`src/rtl/cpu_ctrl_pkg.sv`:
```
// Shared control-unit definitions: control-word bit positions,
// MBR state encoding and default datapath widths.
package cpu_ctrl_pkg;

    localparam int CS_MBR_RD     = 8;
    localparam int CS_MBR_WR     = 9;
    localparam int CS_MBR_LD_ACC = 10;

    localparam int MBR_ADDR_W  = 8;
    localparam int MBR_DATA_W  = 16;
    localparam int MBR_TIMEOUT = 15;

    typedef enum logic [1:0] {
        IDLE  = 2'd0,
        READ  = 2'd1,
        WRITE = 2'd2
    } mbr_state_t;

endpackage

```
`src/rtl/mbr_watchdog.sv`:
```
// Cycle counter that flags a memory transaction stuck without ack.
// TIMEOUT of zero disables expiry entirely.
module mbr_watchdog
    import cpu_ctrl_pkg::*;
#(
    parameter int TIMEOUT = MBR_TIMEOUT
) (
    input  logic clk,
    input  logic rst,
    input  logic clear,
    input  logic enable,
    output logic expire
);

    localparam int CW  = (TIMEOUT > 1) ? $clog2(TIMEOUT) : 1;
    localparam int LIM = (TIMEOUT > 0) ? TIMEOUT - 1 : 0;

    logic [CW-1:0] cnt;

    assign expire = (TIMEOUT != 0) && enable && (cnt == CW'(LIM));

    always_ff @(posedge clk or posedge rst) begin
        if (rst) begin
            cnt <= '0;
        end else if (clear) begin
            cnt <= '0;
        end else if (enable && !expire) begin
            cnt <= cnt + 1'b1;
        end
    end

endmodule

```
`src/rtl/mbr_unit.sv`:
```
// Memory buffer register: holds the memory datum, runs the req/ack
// handshake with main memory and feeds the buffer register path.
module mbr_unit
    import cpu_ctrl_pkg::*;
#(
    parameter int ADDR_W  = MBR_ADDR_W,
    parameter int DATA_W  = MBR_DATA_W,
    parameter int TIMEOUT = MBR_TIMEOUT
) (
    input  logic              clk,
    input  logic              rst,
    input  logic [31:0]       control_signal,
    input  logic [ADDR_W-1:0] MARtoMBR,
    input  logic [DATA_W-1:0] ACCtoMBR,
    input  logic [DATA_W-1:0] mem_rdata,
    input  logic              mem_ack,
    output logic              mem_req,
    output logic              mem_we,
    output logic [ADDR_W-1:0] mem_addr,
    output logic [DATA_W-1:0] mem_wdata,
    output logic [DATA_W-1:0] MBRtoBR,
    output logic              mbr_busy,
    output logic              mbr_err
);

    mbr_state_t        state, state_nx;
    logic [DATA_W-1:0] mbr, mbr_nx;
    logic [DATA_W-1:0] wdata_nx;
    logic [ADDR_W-1:0] addr_nx;
    logic              req_nx, we_nx, err_nx;
    logic              expire;
    logic              cmd_rd, cmd_wr, cmd_ld;
    logic              unused_ctrl;

    assign cmd_rd = control_signal[CS_MBR_RD];
    assign cmd_wr = control_signal[CS_MBR_WR];
    assign cmd_ld = control_signal[CS_MBR_LD_ACC];

    assign unused_ctrl = ^control_signal;

    assign mbr_busy = (state != IDLE);
    assign MBRtoBR  = mbr;

    mbr_watchdog #(
        .TIMEOUT(TIMEOUT)
    ) u_wdog (
        .clk   (clk),
        .rst   (rst),
        .clear (state == IDLE),
        .enable(mbr_busy && !mem_ack),
        .expire(expire)
    );

    always_comb begin
        state_nx = state;
        mbr_nx   = mbr;
        wdata_nx = mem_wdata;
        addr_nx  = mem_addr;
        req_nx   = mem_req;
        we_nx    = mem_we;
        err_nx   = mbr_err;
        unique case (state)
            IDLE: begin
                if (cmd_ld) begin
                    mbr_nx = ACCtoMBR;
                end
                if (cmd_rd && cmd_wr) begin
                    err_nx = 1'b1;
                end else if (cmd_wr) begin
                    addr_nx  = MARtoMBR;
                    we_nx    = 1'b1;
                    req_nx   = 1'b1;
                    err_nx   = 1'b0;
                    wdata_nx = cmd_ld ? ACCtoMBR : mbr;
                    state_nx = WRITE;
                end else if (cmd_rd) begin
                    addr_nx  = MARtoMBR;
                    we_nx    = 1'b0;
                    req_nx   = 1'b1;
                    err_nx   = 1'b0;
                    state_nx = READ;
                end
            end
            READ, WRITE: begin
                // Ack beats a simultaneous watchdog expiry.
                if (mem_ack) begin
                    if (state == READ) begin
                        mbr_nx = mem_rdata;
                    end
                    req_nx   = 1'b0;
                    state_nx = IDLE;
                end else if (expire) begin
                    req_nx   = 1'b0;
                    err_nx   = 1'b1;
                    state_nx = IDLE;
                end
            end
            default: begin
                req_nx   = 1'b0;
                state_nx = IDLE;
            end
        endcase
    end

    always_ff @(posedge clk or posedge rst) begin
        if (rst) begin
            state     <= IDLE;
            mbr       <= '0;
            mem_req   <= 1'b0;
            mem_we    <= 1'b0;
            mem_addr  <= '0;
            mem_wdata <= '0;
            mbr_err   <= 1'b0;
        end else begin
            state     <= state_nx;
            mbr       <= mbr_nx;
            mem_req   <= req_nx;
            mem_we    <= we_nx;
            mem_addr  <= addr_nx;
            mem_wdata <= wdata_nx;
            mbr_err   <= err_nx;
        end
    end

endmodule
```
`config.mk`:
```
export PLATFORM = sky130hd
export DESIGN_NAME = mbr_unit
export DESIGN_NICKNAME = d
export VERILOG_FILES = /design/src/rtl/cpu_ctrl_pkg.sv /design/src/rtl/mbr_watchdog.sv /design/src/rtl/mbr_unit.sv
export SDC_FILE = /design/constraint.sdc
export NUM_CORES = 1
export LEC_CHECK = 0
export ABC_CLOCK_PERIOD_IN_PS = 6000
export BUFFER_PORTS_ARGS = -buffer_cell sky130_fd_sc_hd__buf_4
export CORE_ASPECT_RATIO = 1.4
export CORE_MARGIN = 2
export CORE_UTILIZATION = 40
export DETAILED_ROUTE_END_ITERATION = 10
export HOLD_SLACK_MARGIN = 0.1
export MAX_ROUTING_LAYER = met4
export PLACE_DENSITY = 0.69
export SLEW_MARGIN = 20
export SYNTH_ARGS = -nofsm -noshare
export SYNTH_HDL_FRONTEND = slang
export SYNTH_HIERARCHICAL = 1
export SYNTH_SLANG_ARGS = --single-unit
export TNS_END_PERCENT = 10
```
`constraint.sdc`:
```
create_clock -name clk -period 6 [get_ports clk]
set_clock_uncertainty 0.15 [all_clocks]
set_input_delay 0.3 -clock clk [delete_from_list [all_inputs] [get_ports clk]]
set_output_delay 0.3 -clock clk [all_outputs]
set_load 0.01 [all_outputs]
```
==> impl_metrics.tcl <==
set metrics [dict create \
    final-setup-viol-count 0 \
    clock_latency_ps 310 \
    setup.worst_path.end_class "register" \
    cts_resized 0 \
    netlist_instances 235 \
    clock_tree.htree_level_count 2 \
    result_of_the_run "completed" \
    synth.net_count 320 \
    cts_inserted_buffers 5 \
    width_of_the_chip_microns 72.8 \
    overall_overflow_remaining_after_global_route 0 \
    timing.final.crit_period_ps 2600 \
    grt_first_pass_wirelength_microns 10500 \
    synth.yosys.warnings 6 \
    total_negative_slack_ps 0 \
    tightest_slew_ps 1020 \
    clkSinkCount 49 \
    relSlewSlack_pct 31.7 \
    synth.cells.most_frequent "sky130_fd_sc_hd__dfrtp_1 (49), sky130_fd_sc_hd__a21oi_1 (19), sky130_fd_sc_hd__mux2i_1 (19), sky130_fd_sc_hd__nor2_1 (18), sky130_fd_sc_hd__nor3b_1 (12)" \
    grt_setup_unrepaired "false" \
    die-area_sq_mm 0.00729 \
    pwr_density_cell_mw_per_mm2 489 \
    cts_tree "yes" \
    detail_route.wirelength_microns 6390 \
    critical-path-top-delay-family "simple AND/OR/NAND/NOR gates" \
    yosysSeqAreaShare_pct 46.3 \
    final_layout_size_suffix_gt1_share_pct 34.1 \
    total_power_mw 1.76 \
    cts.root.buffer_cell "sky130_fd_sc_hd__clkbuf_8" \
    drtPass1Iterations 4 \
    crit_slowest_cell "sky130_fd_sc_hd__nor2_1" \
    hold_fails_final_rpt 0 \
    cts_setup_buffers 0 \
    finalInstanceArea_sq_mm 0.00360 \
    final_net_count 421 \
    cts_hold_buffers 20 \
    io_buffers 89 \
    sequential_cell_area_sq_mm 0.00123 \
    flow.area_growth_from_synthesis_pct 36.1 \
    floorplan.rows 35 \
    synth_top_area_share_pct 46.3 \
    avgRoutedWirePerCell_microns 15.5 \
    crit_path_max_fanout 12 \
    remaining_number_of_nets_flagged_by_the_antenna_check_after_routing 0 \
    ant_cells 0 \
    synth_flop_cell "sky130_fd_sc_hd__dfrtp_1" \
    cp.required_ps 6040 \
    max-clock-path-buffers 2 \
    critical_path.reg2reg.startpoint "state[0]" \
    average_vias_per_placed_instance 5.43 \
    synth_area_per_cell_sq_um 11.3 \
    track_usage_pct 18.6 \
    antenna_found_initial 0 \
    area_taken_by_multi_input_logic_gates_sq_mm 0.00128 \
    gp_congestion 0.763 \
    worst_ep_arrival_time_ps 2630 \
    grt_pass1_vias 2194 \
    asyncSetResetFlopFracSynth_pct 100 \
    synth-edff-count 0 \
    synth_most_common_cell "sky130_fd_sc_hd__dfrtp_1" \
    max-vdd-ir-drop_mv 0.354 \
    clock_transition_time_at_the_flip_flop_clock_pins_of_the_worst_setup_and_hold_paths_ps 90 \
    slew_viol_final 0 \
    pin_count_of_the_biggest_net_entering_global_routing 46 \
    i_o_pins 119 \
    crit_path_cell_trace "inv_1, ha_1, nor2_1, and4_2, nor3b_1, a221oi_2, mux2_1" \
    drt_iter0_drc 128 \
    peak_freq_ghz 0.385 \
    vias_after_detailed_routing 2233 \
    synth_top_cells_by_area "sky130_fd_sc_hd__dfrtp_1 (46%), sky130_fd_sc_hd__mux2i_1 (7.2%), sky130_fd_sc_hd__ha_1 (4.7%)" \
    die_y_microns 100 \
    timing.setup.critical_path_class "reg2reg" \
    critical_path.max_stage_delay_ps 410 \
    hold-worst-slack_ps 133 \
    synth_top_area_cell "sky130_fd_sc_hd__dfrtp_1" \
    max_cap_violations 0 \
    core_area_sq_mm 0.00648 \
    post-route-period-util_pct 43.3 \
    post_synthesis_register_bit_count 49 \
    worstHoldStart "control_signal[9]" \
    leakagePower_nw 1.77 \
    fillerInstances 595 \
    synth_cell_types 39 \
    drc 0 \
    worst_setup_path_start_kind "register" \
    critPathBufInv 1 \
    synth_area_sq_mm 0.00265 \
    startpoint "state[0]" \
    total_cell_area_at_the_placement_stage_sq_mm 0.00330 \
    start_util_pct 40.8 \
    hpwlAfterDp_microns 4320 \
    min-delay-path-class "in2reg" \
]
through the flow:
| stage | setup slack, ps | util [%] | instances |
|---|---|---|---|
| 2_1_floorplan | 3750 | - | 235 |
| 3_3_place_gp | 3490 | 51.0 | 383 |
| 3_5_place_dp | 3440 | 51.0 | 383 |
| 4_1_cts | 3410 | 55.6 | 411 |
| 5_1_grt | 3230 | 55.6 | 411 |
| 6_report | 3400 | 55.6 | 411 |
cells by family (layout without fill, tap and decap cells):
logic type | count (synthesis) | after routing | synth area share (%)
AOI/OAI and AO/OA | 58 | 58 | 17.4
adders and majority gates | 10 | 10 | 4.73
buffers and inverters | 26 | 128 | 5.48
and+or+nand+nor | 64 | 64 | 15.1
DFF | 49 | 49 | 46.3
muxes | 28 | 28 | 11.0
per-layer routing:
layer / vias up / part of all wire [%] / routed length [microns] / global-route usage [%]
met5: - / 0 / 0 / -
met1: 1081 / 42 / 2690 / 23.7
met4: 0 / 1.0 / 64 / 4.70
li1: 1071 / - / - / -
met3: 4 / 5.9 / 376 / 3.11
met2: 77 / 51 / 3250 / 30.6
sequential cells by signal, summed over array words and instances (netlist names):
register and cells:
mbr_err 1, mem_we 1, mem_addr 8, mem_wdata 16, u_wdog/cnt 4, MBRtoBR 16, state 2, mem_req 1
placed cells by master, fill, tap and decap left out, types with 2 or more instances in the layout:
cell	n
sky130_fd_sc_hd__buf_4	89
sky130_fd_sc_hd__dfrtp_1	49
sky130_fd_sc_hd__dlygate4sd3_1	20
sky130_fd_sc_hd__mux2i_1	19
sky130_fd_sc_hd__a21oi_1	19
sky130_fd_sc_hd__nor2_1	18
sky130_fd_sc_hd__nor3b_1	12
sky130_fd_sc_hd__a41o_1	11
sky130_fd_sc_hd__a221o_1	11
sky130_fd_sc_hd__inv_1	10
sky130_fd_sc_hd__nor2b_1	10
sky130_fd_sc_hd__ha_1	10
sky130_fd_sc_hd__mux2_2	8
sky130_fd_sc_hd__clkbuf_8	6
sky130_fd_sc_hd__nand2_1	5
sky130_fd_sc_hd__a22oi_1	5
sky130_fd_sc_hd__o2bb2ai_1	5
sky130_fd_sc_hd__and2b_1	4
sky130_fd_sc_hd__o21ai_0	2
sky130_fd_sc_hd__nand2b_4	2
sky130_fd_sc_hd__clkinv_2	2
sky130_fd_sc_hd__nand3_1	2
sky130_fd_sc_hd__nor3_1	2
tightest hold or removal path, stage by stage:
cell	delay (ps)
sky130_fd_sc_hd__buf_4	130
sky130_fd_sc_hd__nand2_1	60
sky130_fd_sc_hd__mux2i_1	60
area by class of cell:
type	count	area share, %
inverters	11	1.18
clock inverters	2	0.382
clock buffers	6	2.29
multi-input cells	160	35.5
well taps	74	2.57
flip-flops and latches	49	34.0
repair buffers	109	24.1
path summary, 6_finish.rpt:
kind / endpoint / cells past startpoint / slack (ps)
max: mem_req / 7 / 3400
min: state[1] / 3 / 130
max reg2reg: mem_req / 7 / 3400
min reg2reg: mem_req / 1 / 350
max in group asynchronous: mem_wdata[14] / 3 / 4700
min in group asynchronous: u_wdog/cnt[0] / 3 / 300
where the power goes:
part           internal [mW]  total [mW]  switching [mW]
logic                  0.483       0.949           0.466
registers              0.491       0.600           0.109
clock network         0.0938       0.211           0.117
total                   1.07        1.76           0.692
Power figures use the tool's default switching activity.
